[config.mk]
export PLATFORM = sky130hd
export DESIGN_NAME = duty_ramp_ctrl
export DESIGN_NICKNAME = d
export VERILOG_FILES = /design/src/rtl/duty_ramp_ctrl.sv
export SDC_FILE = /design/constraint.sdc
export NUM_CORES = 1
export LEC_CHECK = 0
export ABC_AREA = 1
export CAP_MARGIN = 25
export CORE_MARGIN = 3
export CORE_UTILIZATION = 62
export CTS_CLUSTER_DIAMETER = 40
export CTS_CLUSTER_SIZE = 16
export DETAILED_ROUTE_END_ITERATION = 8
export PLACE_DENSITY = 0.86
export SKIP_LAST_GASP = 1
export SYNTH_ARGS = -nofsm -noshare
export SYNTH_HDL_FRONTEND = slang
export SYNTH_SLANG_ARGS = --single-unit
[constraint.sdc]
create_clock -name clk -period 7.4 [get_ports clk]
set_clock_uncertainty 0.2 [all_clocks]
set_input_delay 1.85 -clock clk [delete_from_list [all_inputs] [get_ports clk]]
set_output_delay 1.85 -clock clk [all_outputs]
set_load 0.02 [all_outputs]
[src/rtl/duty_ramp_ctrl.sv]
// Switch-to-duty front end for the LED PWM: sync, debounce, then slew
// the duty toward the debounced target one step per STEP_DIV periods.
module duty_ramp_ctrl #(
  parameter int DEBOUNCE_CYCLES = 16,
  parameter int STEP            = 1,
  parameter int STEP_DIV        = 1
) (
  input  logic       clk,
  input  logic       rst_n,
  input  logic [7:0] switches,
  input  logic       period_end,
  output logic [7:0] duty,
  output logic [7:0] target,
  output logic       busy
);

  localparam int CW = $clog2(DEBOUNCE_CYCLES);
  localparam int DW = (STEP_DIV > 1) ? $clog2(STEP_DIV) : 1;

  localparam logic [CW-1:0] CNT_MAX = CW'(DEBOUNCE_CYCLES - 1);
  localparam logic [DW-1:0] DIV_MAX = DW'(STEP_DIV - 1);
  localparam logic [8:0]    STEP9   = 9'(STEP);

  typedef enum logic [1:0] {
    IDLE,
    RAMP_UP,
    RAMP_DOWN
  } state_t;

  logic [7:0]    s1;
  logic [7:0]    s2;
  logic [7:0]    cand;
  logic [CW-1:0] cnt;
  logic [DW-1:0] div;
  state_t        state;
  state_t        state_nxt;
  logic          step_fire;
  logic [8:0]    up_sum;
  logic [7:0]    up_val;
  logic signed [8:0] dn_diff;
  logic [7:0]    dn_val;
  logic [7:0]    duty_nxt;

  // Two-flop synchronizer for the asynchronous switch levels.
  always_ff @(posedge clk or negedge rst_n) begin
    if (!rst_n) begin
      s1 <= '0;
      s2 <= '0;
    end else begin
      s1 <= switches;
      s2 <= s1;
    end
  end

  always_ff @(posedge clk or negedge rst_n) begin
    if (!rst_n) begin
      cand   <= '0;
      cnt    <= '0;
      target <= '0;
    end else if (s2 != cand) begin
      cand <= s2;
      cnt  <= '0;
    end else if (cnt != CNT_MAX) begin
      cnt <= cnt + CW'(1);
    end else begin
      target <= cand;
    end
  end

  always_comb begin
    state_nxt = IDLE;
    unique case (1'b1)
      (target > duty): state_nxt = RAMP_UP;
      (target < duty): state_nxt = RAMP_DOWN;
      default:         state_nxt = IDLE;
    endcase
  end

  always_ff @(posedge clk or negedge rst_n) begin
    if (!rst_n) begin
      state <= IDLE;
    end else begin
      state <= state_nxt;
    end
  end

  assign busy      = (state != IDLE);
  assign step_fire = period_end && busy && (div == DIV_MAX);

  always_ff @(posedge clk or negedge rst_n) begin
    if (!rst_n) begin
      div <= '0;
    end else if (!busy) begin
      div <= '0;
    end else if (period_end) begin
      div <= (div == DIV_MAX) ? '0 : div + DW'(1);
    end
  end

  // Wide arithmetic so a step clamps at target instead of wrapping.
  assign up_sum  = {1'b0, duty} + STEP9;
  assign up_val  = (up_sum > {1'b0, target}) ? target : up_sum[7:0];
  assign dn_diff = $signed({1'b0, duty}) - $signed(STEP9);
  assign dn_val  = (dn_diff < $signed({1'b0, target}))
                 ? target : dn_diff[7:0];

  always_comb begin
    duty_nxt = duty;
    if (step_fire) begin
      unique case (state)
        RAMP_UP:   duty_nxt = up_val;
        RAMP_DOWN: duty_nxt = dn_val;
        default:   duty_nxt = duty;
      endcase
    end
  end

  always_ff @(posedge clk or negedge rst_n) begin
    if (!rst_n) begin
      duty <= '0;
    end else begin
      duty <= duty_nxt;
    end
  end

endmodule

# Word level (Yosys, flattened, before mapping)
# Cells that the tools add are included.
dict set report classes {
  add_sub_neg 4
  magnitude_cmp 4
  n_eq_ne 5
  n_mux 9
  n_bitwise 3
  n_reduce_logical 7
}
# op n
set ops {}
lappend ops {{$mux W8} 2}
lappend ops {{$pmux W8 S2} 1}
lappend ops {{$add A8 B1 Y9 const B} 1}
lappend ops {{$gt A9 B8 Y1} 1}
lappend ops {{$lt A9 B9 Y1} 1}
lappend ops {{$sub A8 B1 Y9 const B} 1}
lappend ops {{$gt A8 B8 Y1} 1}
lappend ops {{$lt A8 B8 Y1} 1}
lappend ops {{$mux W4} 2}
lappend ops {{$ne A8 B8 Y1} 1}
lappend ops {{$reduce_bool A2 Y1} 3}
lappend ops {{$add A4 B1 Y4 const B} 1}
lappend ops {{$ne A4 B4 Y1 const B} 1}
lappend ops {{$pmux W2 S2} 1}
lappend ops {{$reduce_and A2 Y1} 2}
lappend ops {{$mux W1} 3}
lappend ops {{$not A1 Y1} 3}
lappend ops {{$eq A2 B1 Y1 const B} 1}
lappend ops {{$eq A2 B2 Y1 const B} 1}
lappend ops {{$logic_and A1 B1 Y1} 2}
lappend ops {{$ne A2 B2 Y1 const B} 1}
lappend ops {{$add A1 B1 Y1 const B} 1}
dict set report word_totals {
  reg_bits 47
  in_bits 11
  output_inout_bits 17
  wordCells 40
}

# Depth between registers and ports, before layout
# Gate-level depths: netlist of the first run.
dict set report logic_depth {
  depth_word 4
  ltp_mapped 20
  ltp_nobuf 20
}

# Worst setup path after synthesis of the first run
# OpenSTA, ideal clock, no wires.
dict set report synth_path {
  path_kind {reg2reg}
  start {reg duty[0]}
  end {reg duty[0]}
  setup_time_ns 0.117
  arrival_ns 2.459
  t_required_ns 7.083
  slack_ns 4.624
  path_stages_with_launch 19
  path_buffers 0
  synth_period_minus_slack_ns 2.776
  path_cell_list {dfrtp_1 ha_1 nand2_2 nor2_8 nand3_1 xor2_1 inv_1 ha_1 a21o_1 nand3_1 nand2_2 nor2_4 nand2_4 nand2_4 nand2_1 nand3_1 nand2_1 nand2_1 nand2_1}
}
dict set report synth_between {
  elab_chain_len 4
  elab_cells_between_ends 7
  cone_classes {2 x add/sub; 2 x order compare; 3 x mux}
}
# item line_no
set synth_rtl {}
lappend synth_rtl {{start, declared} 12} ;# output logic [7:0] duty,
lappend synth_rtl {{start signal, assigned} 122} ;# duty <= duty_nxt;
lappend synth_rtl {{$sub A8 B1 Y9 or $add A8 B1 Y9 (tied branches)} {103, 101}}
lappend synth_rtl {{$lt A9 B9 Y1 or $gt A9 B8 Y1 (tied branches)} {104, 102}}
lappend synth_rtl {{$mux W8 (on tied branches)} {105, 102}}
lappend synth_rtl {{$pmux W8 S2 (*)} 110} ;# unique case (state)
# Every way passes the cells marked *; elsewhere a longest branch is shown, timed or not.
# A chain may end at the register's enable or synchronous reset.

# Final worst setup path of the first run
dict set report layout_path {
  start {reg state[0]}
  end {out busy}
}
dict set report layout_between {
  elab_chain_len 1
}
# item line_no
set layout_rtl {}
lappend layout_rtl {{start, declared} 35} ;# state_t state;
lappend layout_rtl {{start signal, assigned} 83} ;# state <= state_nxt;
lappend layout_rtl {{$reduce_bool A2 Y1} 87} ;# assign busy = (state != IDLE);
lappend layout_rtl {{end, declared} 14} ;# output logic busy
# Every way passes these cells.

==> run summary, run 1 <==
The run finished with clean final reports. By instance count, the leading cell after synthesis is sky130_fd_sc_hd__nand2_1. Setup repair after global routing left no endpoint under its margin. STA classifies the critical path endpoint as a primary output. The tightest min-delay check is of the reg -> reg type.

The number of setup buffers added after CTS came out at 0. The transition time at the pin with the least slew margin is between 400 and 500 ps. In this run the critical register-to-register path is launched from duty[0]. The power density normalized to cell area came out at around 150 nW/µm². Ranked by total cell area, the synthesized netlist is headed by sky130_fd_sc_hd__dfrtp_1 40%, sky130_fd_sc_hd__nand2_1 13%, sky130_fd_sc_hd__ha_1 12%. The total instance count after detailed placement came out at ~430. The row count came out at 24. The number of synthesized register bits is 46.

The number of antenna violations at the first check in global routing is 0. The setup slack of the most critical reg-to-reg path came out at between 4000 and 5000 ps. The tool flagged a number of max-cap violations equal to 0. The count of antenna-violating nets left after detailed routing is 0.

Setup violations remaining at the end of the flow were counted as 0. The worst hold path was traced through 0 stages. The gate count of the mapped netlist came out at between 300 and 400. The global-route wire length before repair came out at approximately 11 mm. The maximum clock frequency is 0.277 GHz. The total of cells resized after clock tree synthesis is 0.

The proportion of netlist area held by the largest area contributor came out at around 40%. The port buffer count is 27. The overall routed net length came out at approximately 6.4 mm. The synthesized netlist devotes 5.71% of its cell area to compound gates.

The initial utilization of the core area, before any placement, comes to 65.0%. The region available for standard cell placement spans approximately 4400 µm². The detailed router placed between 2,000 and 2,500 vias in this run. The DRC violation total after the first TritonRoute iteration is about 140. The endpoint identified for the worst register-to-register timing path is duty[4]. Before antenna repair, the detailed router went through 4 iterations. The synthesized-area fraction occupied by xor and xnor cells is ~3.4%. For the worst flop-to-flop path, the logic depth is 18. The area added between synthesis and finish is 15.2%.

Counting flops with an async set or reset pin after synthesis yields a share of 100%. For this run the aggregate overflow at the end of global routing stands at 0. The depth of the CTS H-tree came out at 2. The number of vias per cell came out at between 5 and 6. The maximum number of pins on one net before global-route repair is 47. The synthesized netlist devotes ~12% of its cell area to adder and majority cells. After detailed routing, the average wire length per cell comes to 14.6 µm.

The clock transition at the registers of the reported paths came out at 90 ps. The critical path launch point type is a register. Pin placement for this block handled 28 I/O pins. The netlist area before placement came out at 2870 µm². The number of buffers added to fix hold violations after cts is 0. In the final timing run, aggregate negative setup slack is 0 ps. TritonCTS built the clock tree. The detailed placement HPWL is between 4 and 5 mm. The clock net in this run drives a total of 46 sinks. Summed over all instances, the cell type with the most area after synthesis is sky130_fd_sc_hd__dfrtp_1.

The average instance area after synthesis is slightly below 8 µm². The fraction of synthesized area in multiplexers is 0%. The net count after synthesis is 400. The worst-case IR drop observed on VDD is approximately 0.17 mV. The final hold violation count came to 0.

The final-report max-slew violation count was 0. The worst-case hold path end point is s2[4]. The repair_antennas step left the layout with diodes totalling 0. The post-route netlist has ~8.1% of its cells at a drive strength greater than 1.

No sink is reached through more buffers than the 2 on the longest clock path. The leakage power came out at roughly 1.8 nW. The synthesized netlist contains 32 unique library cells. The number of CTS-inserted buffers came out at 5. The commonest cells after synthesis are 96 x sky130_fd_sc_hd__nand2_1, 54 x sky130_fd_sc_hd__inv_1, 46 x sky130_fd_sc_hd__dfrtp_1.

In this run the worst path has a maximum fanout of 2. In this run the tightest slew margin relative to its limit is 70.2%. In the finished design, the share of the clock period the worst path needs comes to approximately 49%.

Counting flops with a built-in enable in the synthesized netlist gives 0. The die width came out at 74.0 µm. Sequential cells were found to cover between 40% and 50% of the synthesized design area. By area, the combinational part of the netlist is dominated by simple AND/OR/NAND/NOR gates. The buffer cell driving the clock tree root is sky130_fd_sc_hd__clkbuf_8. The startpoint of the worst hold path is s1[4]. The filler cells instantiated in the layout total 335. The minimum clock period came out at around 3600 ps. The most used flip-flop cell after synthesis is sky130_fd_sc_hd__dfrtp_1.

The insertion delay to the later sink of the worst-skew pair came out at approximately 300 ps. For this run, the post-layout net count is 422. The die outline area is between 5000 and 6000 µm². The final hold slack came out at 154 ps. For this run, design rule violations remaining after detail routing come to 0. The critical path is of the reg -> out type.

The synthesized netlist devotes around 30% of its cell area to simple gates. The worst endpoint data arrival time is between 1500 and 2000 ps. From bottom edge to top edge, the die measures roughly 74 µm. The number of global-route vias before repair came out at ~2,400. The final RePlAce weighted congestion came out at 0.897.

The number of warnings reported in the yosys synthesis log came out at 0. For this run, the total global-route usage over all layers was measured as around a quarter. For this run, the number of standard cells in the final layout without fillers is 436.

STA puts the critical path data required time at roughly 5400 ps.
final cells by class:
class	count	area [µm²]	share of cell area, %
inverters	57	214	6.47
clock buffers	6	82.6	2.50
multi-input cells	245	1450	43.8
well taps	52	65.1	1.97
flip-flops and latches	46	1150	34.8
clock inverters	2	60.1	1.82
repair buffers	28	285	8.63
per-layer routing:
layer	track usage (%)	vias to the layer above	part of all wire [%]
li1	-	1186	-
met1	31.7	1143	43
met2	45.8	67	52
met3	4.73	14	3.6
met4	8.45	0	1.9
met5	0	-	0
registers in the layout, summed over array words and instances (netlist names):
signal,cells
cand,8
target,8
duty,8
state,2
s1,8
cnt,4
s2,8
stage by stage:
stage | utilization (%) | power [mW] | area, µm² | setup slack, ps
floorplan | - | 0.271 | 2870 | 4620
global placement | 71.2 | 0.281 | 3140 | 4150
detailed placement | 71.2 | 0.282 | 3140 | 4120
CTS | 74.4 | 0.508 | 3290 | 3780
global route | 74.9 | 0.524 | 3310 | 3700
finish | 74.9 | 0.506 | 3310 | 3790
worst max-delay path by stage:
| stage | startpoint | to | depth (start not counted) |
|---|---|---|---|
| finish | state[0] | busy | 4 |
| global route | state[0] | busy | 4 |
| floorplan | duty[0] | duty[0] | 18 |
| global placement | state[0] | busy | 4 |
| detailed placement | state[0] | busy | 4 |
| CTS | state[0] | busy | 4 |
power breakdown:
| part | internal, mW | switching [mW] |
|---|---|---|
| combinational | 0.00809 | 0.00943 |
| clock | 0.144 | 0.0837 |
| sequential | 0.258 | 0.00348 |
| total | 0.410 | 0.0966 |
critical path: stages, from the launching register on:
cell                              delay [ps]
sky130_fd_sc_hd__dfrtp_1                 340
sky130_fd_sc_hd__inv_1                    60
sky130_fd_sc_hd__ha_1                    190
sky130_fd_sc_hd__inv_1                    80
sky130_fd_sc_hd__clkdlybuf4s50_1         600
logic make-up after synthesis:
logic type,count (synthesis)
and+or+nand+nor,177
adders and majority gates,28
buffers and inverters,70
DFF,46
AOI/OAI and AO/OA,29
xor gates and xnor gates,11
layout by cell type (no fill, tap or decap):
| master | instances |
|---|---|
| sky130_fd_sc_hd__nand4_2 | 1 |
| sky130_fd_sc_hd__clkdlybuf4s50_1 | 26 |
| sky130_fd_sc_hd__a21o_1 | 2 |
| sky130_fd_sc_hd__a211oi_1 | 1 |
| sky130_fd_sc_hd__o21bai_1 | 1 |
| sky130_fd_sc_hd__nand4_1 | 7 |
| sky130_fd_sc_hd__clkbuf_8 | 6 |
| sky130_fd_sc_hd__nor3_2 | 1 |
| sky130_fd_sc_hd__nand2_4 | 3 |
| sky130_fd_sc_hd__o21ai_1 | 1 |
| sky130_fd_sc_hd__xnor2_1 | 1 |
| sky130_fd_sc_hd__buf_2 | 1 |
| sky130_fd_sc_hd__nand2_1 | 96 |
| sky130_fd_sc_hd__buf_12 | 1 |
| sky130_fd_sc_hd__o21a_1 | 1 |
| sky130_fd_sc_hd__inv_2 | 2 |
| sky130_fd_sc_hd__o221a_2 | 1 |
| sky130_fd_sc_hd__nor4_1 | 1 |
| sky130_fd_sc_hd__nor2_1 | 14 |
| sky130_fd_sc_hd__nor2_4 | 2 |
| sky130_fd_sc_hd__dfrtp_1 | 46 |
| sky130_fd_sc_hd__xor2_1 | 10 |
| sky130_fd_sc_hd__a21oi_1 | 12 |
| sky130_fd_sc_hd__nor2_8 | 1 |
| sky130_fd_sc_hd__ha_1 | 28 |
| sky130_fd_sc_hd__nand3_1 | 39 |
| sky130_fd_sc_hd__nor3_1 | 2 |
| sky130_fd_sc_hd__or2_2 | 5 |
| sky130_fd_sc_hd__o21ai_0 | 10 |
| sky130_fd_sc_hd__clkinv_1 | 1 |
| sky130_fd_sc_hd__nand3_2 | 2 |
| sky130_fd_sc_hd__nand2_2 | 3 |
| sky130_fd_sc_hd__bufinv_16 | 2 |
| sky130_fd_sc_hd__inv_1 | 54 |
Note: power is estimated with default switching activity, not from simulation.
==> inputs of run 2 (changes only) <==
Settings changed: CORE_UTILIZATION 62 to 52, PLACE_DENSITY 0.86 to 0.77.
Clock period 7.4 ns to 3 ns, I/O delays scaled along.
==> run 2 against run 1 <==
Global-route usage fell by 4.6 points; routed wire length is 4.6% lower; via count up 0.87%; sequential power increased by 150%; clock power rose by 57%; worst hold slack got worse by 1.1 ps; final area rose by 3.3%; utilization decreased by 9.7 points; critical path type is now reg -> reg; critical endpoint is now duty[1]; highest routed layer unchanged.
==> run summary, run 2 (synthesis gave the netlist of run 1 again) <==
The final setup slack of the worst path came out at 189 ps (was 3790 ps). The critical setup path kind is reg -> reg (was reg -> out). The number of nets in the finished design came out at 433 (was 422). The leakage power came out at 1.83 nW (was 1.80 nW). The buffer cell driving the clock tree root is sky130_fd_sc_hd__clkbuf_8 (unchanged). The total power consumption of the routed design is 1.04 mW (was 506 µW).

The critical path's slowest cell is sky130_fd_sc_hd__dfrtp_2 (was sky130_fd_sc_hd__clkdlybuf4s50_1). The endpoint type of the worst setup path is a register (was primary output). The overall routed net length is 6.08 mm (was 6.37 mm). The clock tree from TritonCTS is done (unchanged). The die outline area is 6440 µm² (was 5480 µm²). The number of CTS-inserted buffers is 5 (unchanged). The core region area is 5240 µm² (was 4410 µm²). Most frequent cells in the layout: 95 x sky130_fd_sc_hd__nand2_1, 52 x sky130_fd_sc_hd__inv_1, 44 x sky130_fd_sc_hd__dfrtp_1 (was 96 x sky130_fd_sc_hd__nand2_1, 54 x sky130_fd_sc_hd__inv_1, 46 x sky130_fd_sc_hd__dfrtp_1).

The worst-case hold path end point is s2[0] (was s2[4]). The critical path's top delay family is simple AND/OR/NAND/NOR gates (was buffers and inverters). The depth of the CTS H-tree is 2 (unchanged). The fraction of power spent switching nets came out at 21.9% (was 19.1%). The die boundary height came out at 80.3 µm (was 74.0 µm). The final hold slack came to 153 ps (was 154 ps).

The commonest non-fill, non-tap cell in the layout is sky130_fd_sc_hd__nand2_1 (unchanged). The final RePlAce weighted congestion came to 0.966 (was 0.897). The row count came out at 26 (was 24).

The count of fill cells added during filler insertion was 449 (was 335). The worst supply voltage drop on vdd came out at 0.353 mV (was 0.174 mV). The detailed placement HPWL came out at 4.85 mm (was 4.67 mm).

The clock net sink count was 46 (unchanged). The final routed DRC violation total came to 0 (unchanged). The global-route usage over all layers is 21.2% (was 25.8%).

The routed wirelength normalized by instance count is 13.1 µm (was 14.6 µm). The final-report setup violation count came to 0 (unchanged). The number of search-and-repair iterations in the first detailed-routing pass came out at 5 (was 4). The area occupied by registers came out at 1150 µm² (about the same). The setup slack at placement came out at 70.3 ps (was 4120 ps).

The clock transition at the registers of the reported paths came to 80 ps (was 90 ps). The most frequent cell on the critical path is sky130_fd_sc_hd__nand2_1 (was sky130_fd_sc_hd__inv_1). The transition time at the pin with the least slew margin was 550 ps (was 446 ps). The share of final-layout standard cells stronger than drive strength 1 is 13.2% (was 8.07%). The global-route wire length before repair is 10.7 mm (was 10.8 mm).

Result of the run: finished, final reports clean (unchanged). The combinational cell fraction of total power came out at 3.9% (was 3.5%). The maximum number of pins on one net before global-route repair came out at 25 (was 47). The switching power of the nets came to 228 µW (was 96.6 µW). The effective utilization at floorplan came to 54.8% (was 65.0%).

The capture point of the worst reg-to-reg path is duty[1] (was duty[4]). The port buffer count came out at 27 (unchanged). The area added between synthesis and finish came out at 19.0% (was 15.2%). The startpoint of the worst hold path was s1[0] (was s1[4]). The critical path launch point type was a register (unchanged).

The number of vias per cell is 5.24 (was 5.53). The remaining global-route overflow came out at 0 (unchanged). The minimum clock period is 2810 ps. The total inserted antenna cells was 0 (unchanged). The routed via count is 2,431 (was 2,410).

The required time reported for the critical path endpoint is 2980 ps (was 5350 ps). The worst endpoint data arrival time was 2790 ps (was 1560 ps). The remaining max-slew budget at the tightest pin is 63.3% (was 70.2%).

The startpoint of the worst-slack reg-to-reg timing path is duty[0] (unchanged). The number of global-route vias before repair is 2,401 (was 2,378). The peak fanout along the critical path came to 9 (was 2). For this run, the top clock speed supported by timing is about 0.36 GHz. The I/O pin count came to 28 (unchanged).

The number of antenna violations at the first check in global routing is 0 (unchanged). The delay of the slowest cell on the worst path is 430 ps (was 600 ps). The DRC violation total after the first TritonRoute iteration came out at 194 (was 138). The area occupied by multi-input gates was 1510 µm² (was 1450 µm²).

The clock group share of total power came out at 34.4% (was 45.0%). The insertion delay to the later sink of the worst-skew pair was 290 ps (was 300 ps). The setup slack of the most critical reg-to-reg path came to 190 ps (was 4150 ps). The count of max-cap constraint violations came out at 0 (unchanged). The worst min-delay path category is reg -> reg (unchanged). The final hold violation count is 0 (unchanged). The buffer levels on the longest clock path is 2 (unchanged). The final critical path takes up a little over nine tenths of the cycle.

The sequential power share is 61.7% (was 51.6%). The buffering stage count on the worst path with inverters included came out at 1 (was 3). The die width is 80.3 µm (was 74.0 µm). The count of cells along the worst hold path came out at 0 (unchanged).

The power density normalized to cell area came out at 305 nW/µm² (was 153 nW/µm²). The path depth of the worst reg2reg path is 18 (unchanged). The internal power came out at 814 µW (was 410 µW).

The final-report max-slew violation count is 0 (unchanged). List of cells traversed by the critical path: ha_4 > nand2_2 > nor2_8 > nand3_1 > xor2_1 > inv_1 > ha_1 > a21o_1 > nand3_1 > nand2_2 > nor2_4 > nand2_4 > nand2_4 > nand2_1 > nand3_1 > nand2_1 > nand2_1 > nand2_1 (was inv_1 > ha_1 > inv_1 > clkdlybuf4s50_1). The count of antenna-violating nets left after detailed routing came out at 0 (unchanged).
-- run 2: cell count changes in the layout (fill, tap and decap cells not counted), moves of 2 or more --
cell                         before  now
sky130_fd_sc_hd__ha_4             0    2
sky130_fd_sc_hd__xor2_1          10    8
sky130_fd_sc_hd__xor2_2           0    2
sky130_fd_sc_hd__bufinv_16        2    0
sky130_fd_sc_hd__dfrtp_2          0    2
sky130_fd_sc_hd__inv_4            0    2
sky130_fd_sc_hd__nand2_4          3    5
sky130_fd_sc_hd__buf_4            0   12
sky130_fd_sc_hd__inv_1           54   52
sky130_fd_sc_hd__ha_1            28   26
sky130_fd_sc_hd__clkinvlp_4       0    2
sky130_fd_sc_hd__dfrtp_1         46   44
-- run 2: how the worst max path moves through the flow --
| stage | from | endpoint | cells past startpoint |
|---|---|---|---|
| finish | duty[0] | duty[1] | 18 |
| global route | duty[1] | duty[6] | 18 |
| CTS | duty[1] | duty[1] | 18 |
| detailed placement | duty[1] | duty[1] | 18 |
| global placement | duty[1] | duty[4] | 18 |
| floorplan | duty[0] | duty[0] | 18 |
-- run 2: layer usage --
metal	wire length [µm]	global-route usage [%]
met5	0	0
met4	127	7.43
met3	256	3.25
met2	3070	38.2
met1	2620	25.5
-- run 2: through the flow --
stage / cells / setup TNS [ps] / area, µm² / util (%)
2_1_floorplan: 361 / 0 / 2870 / -
3_3_place_gp: 455 / 0 / 3240 / 61.9
3_5_place_dp: 455 / 0 / 3240 / 61.9
4_1_cts: 462 / 0 / 3320 / 63.5
5_1_grt: 464 / -19.1 / 3410 / 65.2
6_report: 464 / 0 / 3410 / 65.2
-- run 2: worst reg2reg max path: stages (launching register included) --
cell	delay, ps
sky130_fd_sc_hd__dfrtp_2	430
sky130_fd_sc_hd__ha_4	170
sky130_fd_sc_hd__nand2_2	90
sky130_fd_sc_hd__nor2_8	140
sky130_fd_sc_hd__nand3_1	90
sky130_fd_sc_hd__xor2_1	230
sky130_fd_sc_hd__inv_1	70
sky130_fd_sc_hd__ha_1	290
sky130_fd_sc_hd__a21o_1	180
sky130_fd_sc_hd__nand3_1	90
sky130_fd_sc_hd__nand2_2	70
sky130_fd_sc_hd__nor2_4	120
sky130_fd_sc_hd__nand2_4	100
sky130_fd_sc_hd__nand2_4	120
sky130_fd_sc_hd__nand2_1	60
sky130_fd_sc_hd__nand3_1	80
sky130_fd_sc_hd__nand2_1	70
sky130_fd_sc_hd__nand2_1	70
sky130_fd_sc_hd__nand2_1	60
-- run 2: final cells by class --
type	instances	share of cell area [%]
multi-input cells	245	44.4
clock inverters	2	0.440
well taps	70	2.57
flip-flops and latches	46	33.8
repair buffers	39	10.4
inverters	57	6.41
clock buffers	5	2.02
-- run 2: power by group through the flow --
stage | Clock [mW] | Sequential, mW | Combinational (mW)
floorplan | 0 | 0.654 | 0.0154
CTS | 0.373 | 0.643 | 0.0417
detailed placement | 0 | 0.656 | 0.0417
finish | 0.359 | 0.643 | 0.0402
global placement | 0 | 0.654 | 0.0409
global route | 0.406 | 0.645 | 0.0466
-- run 2: what timing repair did --
action                                  in CTS  in global routing
gates resized for setup                      0                 18
endpoints found under the setup margin       0                  8
setup buffers                                0                  2
endpoints found under the hold margin        0                  0
hold buffers                                 0                  0
==> inputs of run 3 (changes only) <==
Settings changed: CORE_UTILIZATION 52 to 45, PLACE_DENSITY 0.77 to 0.68.
==> run 3 against run 2 <==
Flip-flop and latch count is the same; register-to-register slack gained 30 ps; utilization shrank 8.4 points; final area grew 0.88%; die area grew 14%; setup slack gained 25 ps; clock power grew 22%; critical path type unchanged; largest cell class unchanged.
==> run summary, run 3 (synthesis gave the netlist of run 1 again) <==
Result of the run: finished, final reports clean (unchanged). The port buffer count came to 27 (unchanged). The I/O pin count is 28 (unchanged). The die width came out at 85.8 µm (was 80.3 µm). The delay of the slowest cell on the worst path came to 460 ps (was 430 ps). The critical path's slowest cell was sky130_fd_sc_hd__dfrtp_2 (unchanged). The core region area came to 6060 µm² (was 5240 µm²). The worst supply voltage drop on vdd came out at 0.405 mV (was 0.353 mV).

The worst min-delay path category is reg -> reg (unchanged). The critical path launch point type is a register (unchanged). List of cells traversed by the critical path: ha_4 > nand2_2 > nor2_8 > nand3_2 > xor2_1 > inv_1 > ha_1 > a21o_1 > nand3_1 > nand2_2 > nor2_4 > nand2_4 > nand2_8 > nand2_1 > nand3_1 > nand2_1 > nand2_1 > nand2_1 (was ha_4 > nand2_2 > nor2_8 > nand3_1 > xor2_1 > inv_1 > ha_1 > a21o_1 > nand3_1 > nand2_2 > nor2_4 > nand2_4 > nand2_4 > nand2_1 > nand3_1 > nand2_1 > nand2_1 > nand2_1). The number of CTS-inserted buffers came out at 5 (unchanged). The count of max-cap constraint violations was 0 (unchanged). The row count is 28 (was 26). The total instance count after detailed placement is 457 (was 455). Most frequent cells in the layout: 93 x sky130_fd_sc_hd__nand2_1, 52 x sky130_fd_sc_hd__inv_1, 44 x sky130_fd_sc_hd__dfrtp_1 (was 95 x sky130_fd_sc_hd__nand2_1, 52 x sky130_fd_sc_hd__inv_1, 44 x sky130_fd_sc_hd__dfrtp_1). The final routed DRC violation total was 0 (unchanged). The power density normalized to cell area is 325 nW/µm² (was 305 nW/µm²). The maximum number of pins on one net before global-route repair came out at 29 (was 25). The minimum clock period is 2790 ps (was 2810 ps). The buffer cell driving the clock tree root is sky130_fd_sc_hd__clkbuf_8 (unchanged).

The switching power of the nets is 218 µW (was 228 µW). The setup slack at placement came out at 60.0 ps (was 70.3 ps). The DRC violation total after the first TritonRoute iteration was 122 (was 194). The overall routed net length is 6.04 mm (was 6.08 mm). The area added between synthesis and finish was 20.0% (was 19.0%). The transition time at the pin with the least slew margin came to 575 ps (was 550 ps). The count of cells along the worst hold path came out at 0 (unchanged). The fraction of power spent switching nets is 19.4% (was 21.9%). The area of placed instances came out at 3220 µm² (was 3240 µm²). The share of final-layout standard cells stronger than drive strength 1 was 13.7% (was 13.2%). The clock transition at the registers of the reported paths came out at 80 ps (about the same). The combinational cell fraction of total power is 3.6% (was 3.9%).

The die outline area came out at 7370 µm² (was 6440 µm²). The remaining max-slew budget at the tightest pin came to 61.7% (was 63.3%). The insertion delay to the later sink of the worst-skew pair was 290 ps (about the same).

The final setup slack of the worst path is 214 ps (was 189 ps). The number of search-and-repair iterations in the first detailed-routing pass is 4 (was 5). The routed wirelength normalized by instance count came out at 12.9 µm (was 13.1 µm). The final-report setup violation count is 0 (unchanged). The internal power came out at 903 µW (was 814 µW).

The finished layout cell area is 3440 µm² (was 3410 µm²). The die boundary height is 85.8 µm (was 80.3 µm). The final hold violation count came out at 0 (unchanged). The post-layout instance count excluding filler cells is 469 (was 464). The leakage power is 1.84 nW (was 1.83 nW). The endpoint type of the worst setup path is a register (unchanged). The effective utilization at floorplan is 47.3% (was 54.8%).

The path depth of the worst reg2reg path was 18 (unchanged). The detailed placement HPWL came out at 4.87 mm (was 4.85 mm). The final-report max-slew violation count is 0 (unchanged). The startpoint of the worst-slack reg-to-reg timing path is duty[0] (unchanged). The global-route wire length before repair is 10.2 mm (was 10.7 mm).

The global-route usage over all layers came out at 17.5% (was 21.2%). The clock net sink count is 46 (unchanged). The number of vias per cell came to 5.04 (was 5.24). The total power consumption of the routed design is 1.12 mW (was 1.04 mW). The remaining global-route overflow came out at 0 (unchanged). The share of the clock period used by the worst path after layout came out at 92.9% (was 93.7%). The final RePlAce weighted congestion came to 0.911 (was 0.966). The number of antenna violations at the first check in global routing came out at 0 (unchanged). The sequential power share came out at 57.3% (was 61.7%). The required time reported for the critical path endpoint came out at 2980 ps (about the same). The clock tree from TritonCTS is done (unchanged). The peak fanout along the critical path came out at 8 (was 9).

The startpoint of the worst hold path was s1[2] (was s1[0]). The commonest non-fill, non-tap cell in the layout is sky130_fd_sc_hd__nand2_1 (unchanged). The maximum clock frequency is 0.359 GHz (was 0.356 GHz). The timing startpoint of the critical path is duty[0] (unchanged). The count of antenna-violating nets left after detailed routing was 0 (unchanged).

The clock group share of total power came to 39.1% (was 34.4%). The worst endpoint data arrival time came to 2770 ps (was 2790 ps). The number of nets in the finished design is 432 (was 433).

The number of buffers added to fix hold violations after cts came out at 0 (unchanged). The depth of the CTS H-tree was 2 (unchanged). The critical setup path kind was reg -> reg (unchanged).

The number of global-route vias before repair is 2,223 (was 2,401). The buffer levels on the longest clock path came to 2 (unchanged). The routed via count came out at 2,362 (was 2,431).

The total inserted antenna cells is 0 (unchanged). The most frequent cell on the critical path is sky130_fd_sc_hd__nand2_1 (unchanged).
[run 3: critical path, delay by kind of cell, from the launching register on]
kind | cells | cell delay (ps)
XOR/XNOR | 1 | 200
AO/OA/AOI/OAI | 1 | 180
buffers and inverters | 1 | 60
adder cells (fa/ha/maj) | 2 | 450
flip-flops | 1 | 460
AND/OR/NAND/NOR | 13 | 1120
[run 3: cell type report]
cell class / instances / area, µm²
flip-flops and latches: 46 / 1150
well taps: 75 / 93.8
fillers: 543 / 2620
clock buffers: 6 / 72.6
clock inverters: 2 / 37.5
repair buffers: 37 / 340
multi-input cells: 246 / 1530
inverters: 57 / 216
[run 3: power by group through the flow]
stage	Clock, mW	Combinational, mW	Sequential (mW)
final	0.438	0.0398	0.643
after global routing	0.489	0.0475	0.645
after floorplan	0	0.0154	0.654
after global placement	0	0.0405	0.654
after CTS	0.460	0.0415	0.643
after detailed placement	0	0.0414	0.655
[run 3: final timing paths]
kind                            endpoint  slack, ps
min in group asynchronous         cnt[3]        250
worst min-delay path               s2[2]        150
worst max-delay path             duty[1]        210
worst min register to register     s2[2]        150
max in group asynchronous        duty[0]       1780
worst max register to register   duty[1]        210
[run 3: timing repair]
item | in CTS | in global routing
resized for setup | 0 | 21
buffers inserted | 0 | 3
endpoints found under the hold margin | 0 | 0
setup endpoints to repair | 0 | 8
[run 3: metal layers]
metal  GRT usage, %  routed length (µm)  share of wire, %
met3           3.07                 187               3.1
met4           5.47                 110               1.8
met1           22.8                2740                45
met2           29.7                3000                50
met5              0                   0                 0
[run 3: through the flow]
step	utilization (%)	TNS (ps)	hold slack, ps
finish	56.8	0	151
global route	56.8	-51.6	160
CTS	55.0	0	155
detailed placement	53.2	0	136
global placement	53.2	0	132
floorplan	-	0	131
